<file path="src/rtl/alu16_lookahead.sv">
// 16-bit registered ALU: four 74181-style 4-bit slices joined by a 74182-style
// carry lookahead unit. Data active-high; carry-in, carry-out and group P/G active-low.

module alu181_slice (
  input  logic [3:0] a_i,
  input  logic [3:0] b_i,
  input  logic [3:0] sel_i,
  input  logic       mode_i,
  input  logic       c_i,
  output logic [3:0] f_o,
  output logic       p_o,
  output logic       g_o
);
  logic [3:0] x, y, c;

  // x is the per-bit propagate and y the generate; y implies x, so x+y+c is a true add
  assign x = a_i | (b_i & {4{sel_i[0]}}) | (~b_i & {4{sel_i[1]}});
  assign y = (a_i & b_i & {4{sel_i[3]}}) | (a_i & ~b_i & {4{sel_i[2]}});

  assign c[0] = c_i;
  assign c[1] = y[0] | (x[0] & c_i);
  assign c[2] = y[1] | (x[1] & y[0]) | (x[1] & x[0] & c_i);
  assign c[3] = y[2] | (x[2] & y[1]) | (x[2] & x[1] & y[0]) | (x[2] & x[1] & x[0] & c_i);

  assign p_o = &x;
  assign g_o = y[3] | (x[3] & y[2]) | (x[3] & x[2] & y[1]) | (x[3] & x[2] & x[1] & y[0]);

  assign f_o = mode_i ? ~(x ^ y) : (x ^ y ^ c);
endmodule

module lcu182 (
  input  logic       c0_i,
  input  logic [3:0] p_i,
  input  logic [3:0] g_i,
  output logic [3:1] c_o,
  output logic       p_o,
  output logic       g_o
);
  assign c_o[1] = g_i[0] | (p_i[0] & c0_i);
  assign c_o[2] = g_i[1] | (p_i[1] & g_i[0]) | (p_i[1] & p_i[0] & c0_i);
  assign c_o[3] = g_i[2] | (p_i[2] & g_i[1]) | (p_i[2] & p_i[1] & g_i[0])
                | (p_i[2] & p_i[1] & p_i[0] & c0_i);
  assign p_o    = &p_i;
  assign g_o    = g_i[3] | (p_i[3] & g_i[2]) | (p_i[3] & p_i[2] & g_i[1])
                | (p_i[3] & p_i[2] & p_i[1] & g_i[0]);
endmodule

module alu16_lookahead (
  input  logic        clk,
  input  logic        rst,
  input  logic [15:0] a_i,
  input  logic [15:0] b_i,
  input  logic        Cin_i,
  input  logic        mode_i,
  input  logic [3:0]  sel_i,
  output logic [15:0] result_o,
  output logic        Cout_o,
  output logic        nBo_o,
  output logic        nGo_o
);
  localparam int NUM_SLICES = 4;

  logic [NUM_SLICES-1:0]      sp, sg;
  logic [NUM_SLICES-1:0]      sc;
  logic [NUM_SLICES-1:0][3:0] sf;
  logic                       c0, c16, gp, gg;

  logic [15:0] result_q, result_d;
  logic        cout_q, cout_d, nbo_q, nbo_d, ngo_q, ngo_d;

  assign c0 = ~Cin_i;

  lcu182 u_lcu (
    .c0_i (c0),
    .p_i  (sp),
    .g_i  (sg),
    .c_o  (sc[3:1]),
    .p_o  (gp),
    .g_o  (gg)
  );
  assign sc[0] = c0;

  genvar k;
  generate
    for (k = 0; k < NUM_SLICES; k++) begin : g_slice
      alu181_slice u_slice (
        .a_i    (a_i[4*k +: 4]),
        .b_i    (b_i[4*k +: 4]),
        .sel_i  (sel_i),
        .mode_i (mode_i),
        .c_i    (sc[k]),
        .f_o    (sf[k]),
        .p_o    (sp[k]),
        .g_o    (sg[k])
      );
    end
  endgenerate

  assign c16 = gg | (gp & c0);

  always_comb begin
    result_d = sf;
    cout_d   = 1'b1;
    nbo_d    = 1'b1;
    ngo_d    = 1'b1;
    if (!mode_i) begin
      // subtract reports an active-low borrow, i.e. the raw carry
      cout_d = (sel_i == 4'b0110) ? c16 : ~c16;
      nbo_d  = ~gp;
      ngo_d  = ~gg;
    end
  end

  always_ff @(posedge clk or posedge rst) begin
    if (rst) begin
      result_q <= 16'h0000;
      cout_q   <= 1'b1;
      nbo_q    <= 1'b1;
      ngo_q    <= 1'b1;
    end else begin
      result_q <= result_d;
      cout_q   <= cout_d;
      nbo_q    <= nbo_d;
      ngo_q    <= ngo_d;
    end
  end

  assign result_o = result_q;
  assign Cout_o   = cout_q;
  assign nBo_o    = nbo_q;
  assign nGo_o    = ngo_q;
endmodule

</file>
<file path="config.mk">
export PLATFORM = sky130hd
export DESIGN_NAME = alu16_lookahead
export DESIGN_NICKNAME = d
export VERILOG_FILES = /design/src/rtl/alu16_lookahead.sv
export SDC_FILE = /design/constraint.sdc
export NUM_CORES = 1
export LEC_CHECK = 0
export CAP_MARGIN = 20
export CORE_ASPECT_RATIO = 2
export CORE_UTILIZATION = 48
export DETAILED_ROUTE_END_ITERATION = 7
export PLACE_DENSITY_LB_ADDON = 0.08
export SLEW_MARGIN = 40
export SYNTH_ARGS = -nofsm -noshare
export SYNTH_HDL_FRONTEND = slang
export SYNTH_SLANG_ARGS = --single-unit
</file>
<file path="constraint.sdc">
create_clock -name clk -period 0.8 [get_ports clk]
set_input_delay 0.12 -clock clk [delete_from_list [all_inputs] [get_ports clk]]
set_output_delay 0.12 -clock clk [all_outputs]
set_load 0.01 [all_outputs]
</file>
==> flow_summary.toml, run 1 <==
[floorplanning]
die-height_um = 94.3
ios = 59
fp-row-count = 33
initial_utilization = 0.500
die_w_um = 48.2

[cts]
cts_buffers = 3
hold_buffers = 0
cts_sinks = 19
cts_buffer_depth = 2
h-tree-depth = 1
cts.root.buffer_cell = "clkbuf_8"

[synth]
yosysMostFrequentCell = "nand2_1"
synth_compound_area_frac = 0.273
synth_cells = 271
synth_mux_area_frac = 0.106
synthesis.nets = 311
synth_commonest_cells = "30 x nand2_1, 26 x nor2_1, 16 x a21oi_1, 16 x dfrtp_1, 16 x nor2b_1"
seq_area_frac_synth = 0.234
synthesis.area_mm2 = 0.00205
synth_edf_count = 0
synthSimpleGateAreaFrac = 0.294
synth_top_family_by_area = "simple AND/OR/NAND/NOR gates"
synth_seq_cells = 19
synth_xor_area_frac = 0.0471
synth-main-ff-cell = "dfrtp_1"
yosys_warnings = 0
avgSynthCellArea_um2 = 7.55
synth_cell_type_count = 54
yosys-top-cells-area = "dfrtp_1 20%, mux2_2 7.2%, nand2_1 5.5%"
synth_fa_ha_area_frac = 0
yosysTopAreaCell = "dfrtp_1"
async_flop_share = 1.00
synth_top_area_frac = 0.196

[placement]
dp_hpwl_um = 5390
portBuffers = 58
gp_congestion = 0.934
place_ws_ps = -1880

[global_routing]
grt_start_max_net_pins = 20

[status]
firstError = "[ERROR DPL-0038] Utilization greater than 100%, impossible to legalize"
stop_stage = "5_1_grt"
status = "stopped before the end"

[timing]
endpoint_type = "register input"
postGrtWorstEndpoint = "Cout_o$_DFF_PP1_/D"
through the flow:
stage / instance area, um2 / hold slack, ps / setup TNS [ps] / instances
floorplan: 2170 / 68.9 / -12950 / 271
global placement: 3450 / 451 / -30370 / 463
detailed placement: 3450 / 471 / -31190 / 463
CTS: 3750 / 195 / -16210 / 485
kinds of logic after synthesis:
logic type,after synthesis
simple gates,118
compound gates,80
xor+xnor,11
buf+inv,23
mux,20
flops,19
what timing repair did:
item / 4_1_cts
setup buffers: 16
endpoints found under the setup margin: 38
resized for setup: 244
pin swaps: 32
gates cloned: 2
==> run 2: changes to the inputs <==
--- a/config.mk
+++ b/config.mk
@@ -6,10 +6,9 @@
 export NUM_CORES = 1
 export LEC_CHECK = 0
 export CAP_MARGIN = 20
-export CORE_ASPECT_RATIO = 2
-export CORE_UTILIZATION = 48
+export CORE_UTILIZATION = 40
 export DETAILED_ROUTE_END_ITERATION = 7
-export PLACE_DENSITY_LB_ADDON = 0.08
+export PLACE_DENSITY_LB_ADDON = 0.15
 export SLEW_MARGIN = 40
 export SYNTH_ARGS = -nofsm -noshare
 export SYNTH_HDL_FRONTEND = slang
==> run 2 against run 1 <==
The flow now finishes, with violations (negative setup slack). Synthesized area stayed put. Synthesized cell count did not move.
==> flow_summary.toml, run 2 <==
[routing]
drt_wl_total_um = 8680
drc = 0
drt_iter0_markers = 272
vias = 2916
routedWlPerCell_um = 17.4
via_per_inst = 5.86
antenna_left = 0
dr.pass1.iters = 5

[floorplanning]
dieArea_mm2 = 0.00540
core_area_mm2 = 0.00482
die_w_um = 73.5
fp-row-count = 25
ios = 59
initial_utilization = 0.425
die-height_um = 73.5

[cts]
cts_sinks = 19
clk_pin_slew_ps = 90
cts_buffer_depth = 2
cts_tree = "yes"
h-tree-depth = 1
hold_buffers = 0
cts_buffers = 3
cts.root.buffer_cell = "clkbuf_8"

[finish]
area_growth_pct = 89.1
largest_reg_flops = 16
antennaDiodeCount = 0
final_common_cell = "buf_4"
stdcell_area_mm2 = 0.00387
fin_nets = 472
drive_gt1_frac = 0.561
most-common-layout-cells = "97 x buf_4, 29 x nand2_1, 29 x buf_2"
final_core_util = 0.803

[placement]
portBuffers = 58
place_ws_ps = -1820
postPlaceCellArea_mm2 = 0.00344
dp_hpwl_um = 5160
gp_congestion = 0.915

[synth]
async_flop_share = 1.00
synth_cells = 271
synthesis.area_mm2 = 0.00205
synth_commonest_cells = "30 x nand2_1, 26 x nor2_1, 16 x a21oi_1, 16 x dfrtp_1, 16 x nor2b_1"
yosysMostFrequentCell = "nand2_1"
yosys-top-cells-area = "dfrtp_1 20%, mux2_2 7.2%, nand2_1 5.5%"
synth_edf_count = 0
seq_area_frac_synth = 0.234
synth_top_area_frac = 0.196
synth-main-ff-cell = "dfrtp_1"
avgSynthCellArea_um2 = 7.55
synthesis.nets = 311
synth_cell_type_count = 54
synth_seq_cells = 19
yosys_warnings = 0
yosysTopAreaCell = "dfrtp_1"

[global_routing]
antenna_found_initial = 0
grt_pass1_vias = 2845
grtUsageTotal = 0.319
grt_overflow = 0
grt_pass1_wl_um = 13200
grt_start_max_net_pins = 20

[run]
drv_cap = 0

[timing]
grt_setup_unrepaired = "true"
maxSlewHeadroom = 0.653
finalCriticalPeriod_ps = 1920
worst_pin_slew_ps = 513
fmax_mhz = 520
fin_crit_sh = 2.40
hold_viol = 0
setup_ws_ps = -1120
finalSetupViolations = 38
tns_ps = -18480
slew_violations = 0

[worst_setup_path]
crit_path_start_kind = "input port"
critPathKind = "input port to flip-flop"
crit_chain = "dlygate4sd2_1 -> inv_1 -> a222oi_1 -> nand2_1 -> or4_4 -> nor2_4 -> nor4_2 -> or3b_1"
crit_start = "a_i[12]"
worstPathMaxFanout = 2
worstPathArrival_ps = 2120
crit_path_end_kind = "flip-flop"
crit_family = "simple AND/OR/NAND/NOR gates"
cp.required_ps = 1000
slowest_stage = "or4_4"
path_buf_inv = 2
critPathMaxStageDelay_ps = 600

[pwr]
p_leak_nw = 1.80
p_per_area_mw_per_mm2 = 1190
peakVddDrop_uv = 690

[status]
violations = "negative setup slack"
status = "finished with violations"

[worst_hold_path]
hp-class = "input port to async pin"
==> run 2: worst max path at each step <==
stage	depth (start not counted)	slack (ps)	to
after global routing	8	-1180	Cout_o
after detailed placement	9	-1820	Cout_o
after floorplan	9	-1240	Cout_o
after CTS	8	-1010	Cout_o
final	8	-1120	Cout_o
after global placement	9	-1760	Cout_o
==> run 2: logic make-up after synthesis <==
family / after synthesis / share of synthesized area
AND/OR/NAND/NOR: 118 / 0.294
AO/OA/AOI/OAI: 80 / 0.273
buffers and inverters: 23 / 0.0465
multiplexers: 20 / 0.106
flip-flops: 19 / 0.234
XOR/XNOR: 11 / 0.0471
==> run 2: area by class of cell <==
class,count,area [um2]
clock buffer,3,41.3
clock inverter,1,5.00
fill,319,948
inverter,12,47.5
multi-input combinational,229,1860
sequential,19,479
tap,67,83.8
timing repair buffer,167,1350
==> run 2: per-layer routing <==
metal / vias up / GRT usage / routed length (um)
met3: 43 / 0.0302 / 550
met2: 172 / 0.577 / 4360
met4: 0 / 0.143 / 329
met5: - / 0 / 0
met1: 1386 / 0.378 / 3440
li1: 1315 / - / -
==> run 2: power breakdown <==
group	switching, mW	internal [mW]
Sequential	0.0416	1.13
Combinational	1.30	1.35
Clock	0.413	0.349
Total	1.75	2.84
==> run 2: repair_timing <==
action	in CTS	in global routing
buffers inserted	18	5
pin swaps	40	20
cloned	2	0
setup endpoints to repair	38	38
gates resized for setup	265	32
==> run 2: through the flow <==
stage	hold slack [ps]	power, mW	std cells
finish	158	4.59	498
detailed placement	452	3.48	474
global placement	452	3.44	474
floorplan	68.9	2.26	271
CTS	159	4.37	496
global route	209	4.80	498
(Power assumes the default switching activity.)
==> run 3: changes to the inputs <==
--- a/config.mk
+++ b/config.mk
@@ -7,7 +7,9 @@
 export LEC_CHECK = 0
 export CAP_MARGIN = 20
 export CORE_UTILIZATION = 40
+export CTS_BUF_LIST = sky130_fd_sc_hd__clkbuf_4 sky130_fd_sc_hd__clkbuf_8
 export DETAILED_ROUTE_END_ITERATION = 7
+export GPL_TIMING_DRIVEN = 0
 export PLACE_DENSITY_LB_ADDON = 0.15
 export SLEW_MARGIN = 40
 export SYNTH_ARGS = -nofsm -noshare
==> run 3 against run 2 <==
The flow still finishes with violations (negative setup slack). Power fell by 2.6%. Worst setup slack got worse by 72 ps. Via count fell by 5.1%. Fmax fell by 3.6%. Sequential power barely moved. Final cell count fell by 9.0%. Count of clock-buffer cells in the layout did not move. Worst hold slack got worse by 11 ps. First-iteration DRC count rose by 4.4%. Non-clock buffer count fell by 45. Cell area fell by 5.0%.
==> flow_summary.toml, run 3 (synthesis results as in run 2) <==
[timing]
slew_violations = 0
setup_ws_ps = -1190
hold_viol = 0
hold_ws_ps = 147
worst_pin_slew_ps = 605
fmax_mhz = 502
finalSetupViolations = 38
fin_crit_sh = 2.49
finalCriticalPeriod_ps = 1990
grt_setup_unrepaired = "true"
maxSlewHeadroom = 0.591

[routing]
dr.pass1.iters = 5
drt_iter0_markers = 284
via_per_inst = 6.11
drt_wl_total_um = 8610
antenna_left = 0
drc = 0
vias = 2767
routedWlPerCell_um = 19.0

[pwr]
peakVddDrop_uv = 589
p_per_area_mw_per_mm2 = 1220
fin_total_pwr_mw = 4.47
p_leak_nw = 1.62

[worst_setup_path]
critPathMostFrequentCell = "buf_4"
crit_path_start_kind = "input port"
critPathCapture = "Cout_o"
worstPathArrival_ps = 2190
crit_path_end_kind = "flip-flop"
crit_start = "b_i[11]"
crit_chain = "buf_8 -> or2b_1 -> a21oi_2 -> buf_4 -> buf_4 -> nor4_1 -> o21ai_1 -> a31oi_2 -> buf_4 -> nor4_2 -> or3b_1"
critPathMaxStageDelay_ps = 430
worstPathMaxFanout = 3
cp.required_ps = 990
slowest_stage = "nor4_1"
critPathKind = "input port to flip-flop"

[worst_hold_path]
hp-class = "input port to flip-flop"
holdPathStages = 3

[cts]
cts_sinks = 19
cts.root.buffer_cell = "clkbuf_8"
cts_buffers = 3
clk_pin_slew_ps = 80
hold_buffers = 0
cts_buffer_depth = 2
h-tree-depth = 1
cts_tree = "yes"

[run]
drv_cap = 0

[status]
violations = "negative setup slack"
status = "finished with violations"

[floorplanning]
fp-row-count = 25
die-height_um = 73.5
dieArea_mm2 = 0.00540
ios = 59
initial_utilization = 0.425
die_w_um = 73.5
core_area_mm2 = 0.00482

[placement]
dp_hpwl_um = 4390
portBuffers = 57
gp_congestion = 0.893
postPlaceCellArea_mm2 = 0.00283

[global_routing]
grt_pass1_vias = 2524
grtUsageTotal = 0.288
antenna_found_initial = 0
grt_pass1_wl_um = 11900
grt_overflow = 0
grt_start_max_net_pins = 20

[finish]
drive_gt1_frac = 0.534
largest_reg_flops = 16
register_area_um2 = 479
most-common-layout-cells = "48 x buf_4, 28 x nand2_1, 24 x buf_6"
area_growth_pct = 79.6
antennaDiodeCount = 0
multi_input_area_mm2 = 0.00190
n_fill_cell = 327
fin_nets = 427
final_common_cell = "buf_4"
stdcell_area_mm2 = 0.00367
final_core_util = 0.763
run 3: per-stage QoR:
stage,TNS (ps),setup WS [ps],cells
final,-16980,-1190,453
after global routing,-18210,-1220,453
after CTS,-14840,-1130,438
after detailed placement,-39160,-2190,395
after global placement,-38550,-2190,395
after floorplan,-12950,-1240,271
run 3: worst min-delay path by stage:
stage	startpoint	to	slack [ps]
after floorplan	rst	result_o[0]	70
after global placement	rst	result_o[3]	590
after detailed placement	rst	result_o[3]	600
after CTS	a_i[9]	result_o[9]	180
after global routing	a_i[9]	result_o[9]	160
final	a_i[9]	result_o[9]	150
run 3: routing by layer:
| metal | wire length (um) | share of wire | global-route usage |
|---|---|---|---|
| met4 | 452 | 0.053 | 0.167 |
| met2 | 4270 | 0.50 | 0.483 |
| met3 | 629 | 0.073 | 0.0288 |
| met1 | 3250 | 0.38 | 0.357 |
| met5 | 0 | 0 | 0 |
run 3: cell type report:
type | instances | share of cell area
Sequential cell | 19 | 0.130
Clock inverter | 1 | 0.00136
Multi-Input combinational cell | 229 | 0.517
Clock buffer | 3 | 0.0112
Timing Repair Buffer | 112 | 0.266
Tap cell | 67 | 0.0228
Inverter | 12 | 0.0136
Buffer | 10 | 0.0375
run 3: what timing repair did:
item | CTS | global route
cloned | 2 | 0
endpoints found under the setup margin | 54 | 38
setup buffers | 37 | 17
resized for setup | 288 | 72
pin swaps | 33 | 24
run 3: power by group:
part           leakage (nW)  switching (mW)  internal (mW)
logic                  1.37            1.30           1.29
clock network        0.0255           0.360          0.348
registers             0.220          0.0399           1.13
run 3: worst max-delay path, delay by kind of cell:
family / cells / cell delay, ps
simple gates: 4 / 1010
compound gates: 3 / 530
buf+inv: 4 / 520
==> run 4: changes to the inputs <==
--- a/config.mk
+++ b/config.mk
@@ -10,6 +10,7 @@
 export CTS_BUF_LIST = sky130_fd_sc_hd__clkbuf_4 sky130_fd_sc_hd__clkbuf_8
 export DETAILED_ROUTE_END_ITERATION = 7
 export GPL_TIMING_DRIVEN = 0
+export MAX_ROUTING_LAYER = met4
 export PLACE_DENSITY_LB_ADDON = 0.15
 export SLEW_MARGIN = 40
 export SYNTH_ARGS = -nofsm -noshare
==> run 4 against run 3 <==
The flow still finishes with violations (negative setup slack). Sequential power about the same. Routed wire length fell by 0.51%. Global-route usage is 0.88 points higher. First-iteration DRC count fell by 11%. Cell area is the same. Largest power group unchanged. Count of clock-buffer cells in the layout stayed put. Die area unchanged. Critical path type unchanged. Core utilization unchanged. Sequential share of layout area stayed put. Power shrank 0.26%. Via count is 1.1% higher. Non-clock buffer count unchanged.
==> flow_summary.toml, run 4 (synthesis results as in run 2) <==
[worst_hold_path]
hp-class = "input port to flip-flop"
hold_start = "a_i[9]"
holdPathStages = 3
whs_endpoint = "result_o[9]"

[worst_setup_path]
critPathKind = "input port to flip-flop"
crit_path_end_kind = "flip-flop"
cp.required_ps = 990
crit_path_start_kind = "input port"
worstPathMaxFanout = 3
worstPathArrival_ps = 2180

[routing]
dr.pass1.iters = 5
drt_wl_total_um = 8560
routedWlPerCell_um = 18.9
vias = 2798
via_per_inst = 6.18
antenna_left = 0
drc = 0
drt_iter0_markers = 254

[finish]
antennaDiodeCount = 0
largest_reg_flops = 16
stdcell_area_mm2 = 0.00367
most-common-layout-cells = "48 x buf_4, 28 x nand2_1, 24 x buf_6"
fin_cells = 453
area_growth_pct = 79.6
n_fill_cell = 327
final_common_cell = "buf_4"
final_core_util = 0.763
drive_gt1_frac = 0.534
fin_nets = 427

[floorplanning]
initial_utilization = 0.425
fp-row-count = 25
core_area_mm2 = 0.00482
dieArea_mm2 = 0.00540
die-height_um = 73.5
ios = 59
die_w_um = 73.5

[timing]
tns_ps = -16810
fmax_mhz = 502
slew_violations = 0
fin_crit_sh = 2.49
setup_ws_ps = -1190
finalSetupViolations = 38
worst_pin_slew_ps = 570
hold_viol = 0
maxSlewHeadroom = 0.615
grt_setup_unrepaired = "true"
finalCriticalPeriod_ps = 1990
hold_ws_ps = 153

[status]
violations = "negative setup slack"
status = "finished with violations"

[pwr]
peakVddDrop_uv = 590
p_leak_nw = 1.62
fin_total_pwr_mw = 4.46
p_int_mw = 2.77
switchingPower_mw = 1.69
combPwrFrac = 0.580
p_clk_frac = 0.156
p_per_area_mw_per_mm2 = 1210
pwr-share-seq = 0.263
switching_share = 0.380

[global_routing]
grt_pass1_wl_um = 11900
grtUsageTotal = 0.296
grt_pass1_vias = 2525
grt_start_max_net_pins = 20
grt_overflow = 0
antenna_found_initial = 0

[cts]
cts_tree = "yes"
cts_buffers = 3
cts_sinks = 19
clk_pin_slew_ps = 70
cts_buffer_depth = 2
h-tree-depth = 1
cts.root.buffer_cell = "clkbuf_8"

[placement]
portBuffers = 57
place_ws_ps = -2190
gp_congestion = 0.909
dp_hpwl_um = 4390
postPlaceCellArea_mm2 = 0.00283
place_inst = 395

[run]
drv_cap = 0
run 4: cell counts in the layout (fill, tap and decap cells not counted):
Identical to the previous run, type by type.
run 4: how the worst max path moves through the flow:
| stage | endpoint | slack (ps) | cells past startpoint | startpoint |
|---|---|---|---|---|
| 6_report | Cout_o | -1190 | 11 | b_i[11] |
| 2_1_floorplan | Cout_o | -1240 | 9 | b_i[10] |
| 3_5_place_dp | Cout_o | -2190 | 9 | sel_i[1] |
| 4_1_cts | Cout_o | -1130 | 9 | b_i[11] |
| 5_1_grt | Cout_o | -1220 | 9 | sel_i[0] |
| 3_3_place_gp | Cout_o | -2190 | 9 | sel_i[1] |
run 4: area by class of cell:
type | count | area, um2 | share of cell area
Multi-Input combinational cell | 229 | 1900 | 0.517
Clock buffer | 3 | 41.3 | 0.0112
Inverter | 12 | 50.0 | 0.0136
Tap cell | 67 | 83.8 | 0.0228
Sequential cell | 19 | 479 | 0.130
Clock inverter | 1 | 5.00 | 0.00136
Buffer | 10 | 138 | 0.0375
Timing Repair Buffer | 112 | 978 | 0.266
run 4: layer usage:
layer | GRT usage | wire [um]
met5 | - | 0
met4 | 0.167 | 458
met3 | 0.0288 | 633
met2 | 0.483 | 4280
met1 | 0.358 | 3190
run 4: timing repair:
action / in CTS / in global routing
cloned: 2 / 0
gates resized for setup: 288 / 72
pin swaps: 33 / 24
setup endpoints to repair: 54 / 38
buffers inserted: 37 / 17
hold buffers: 0 / 0
run 4: worst max-delay path, cell delays in order:
cell	delay, ps
buf_8	100
or2b_1	150
a21oi_2	70
buf_4	130
buf_4	130
nor4_1	430
o21ai_1	200
a31oi_2	260
buf_4	160
nor4_2	40
or3b_1	380
run 4: power groups by stage:
stage               Combinational (mW)  Clock [mW]  Sequential (mW)
finish                            2.59       0.697             1.17
global route                      2.74       0.752             1.19
CTS                               2.19       0.713             1.17
detailed placement                1.87           0             1.19
global placement                  1.86           0             1.19
floorplan                        0.972           0             1.29
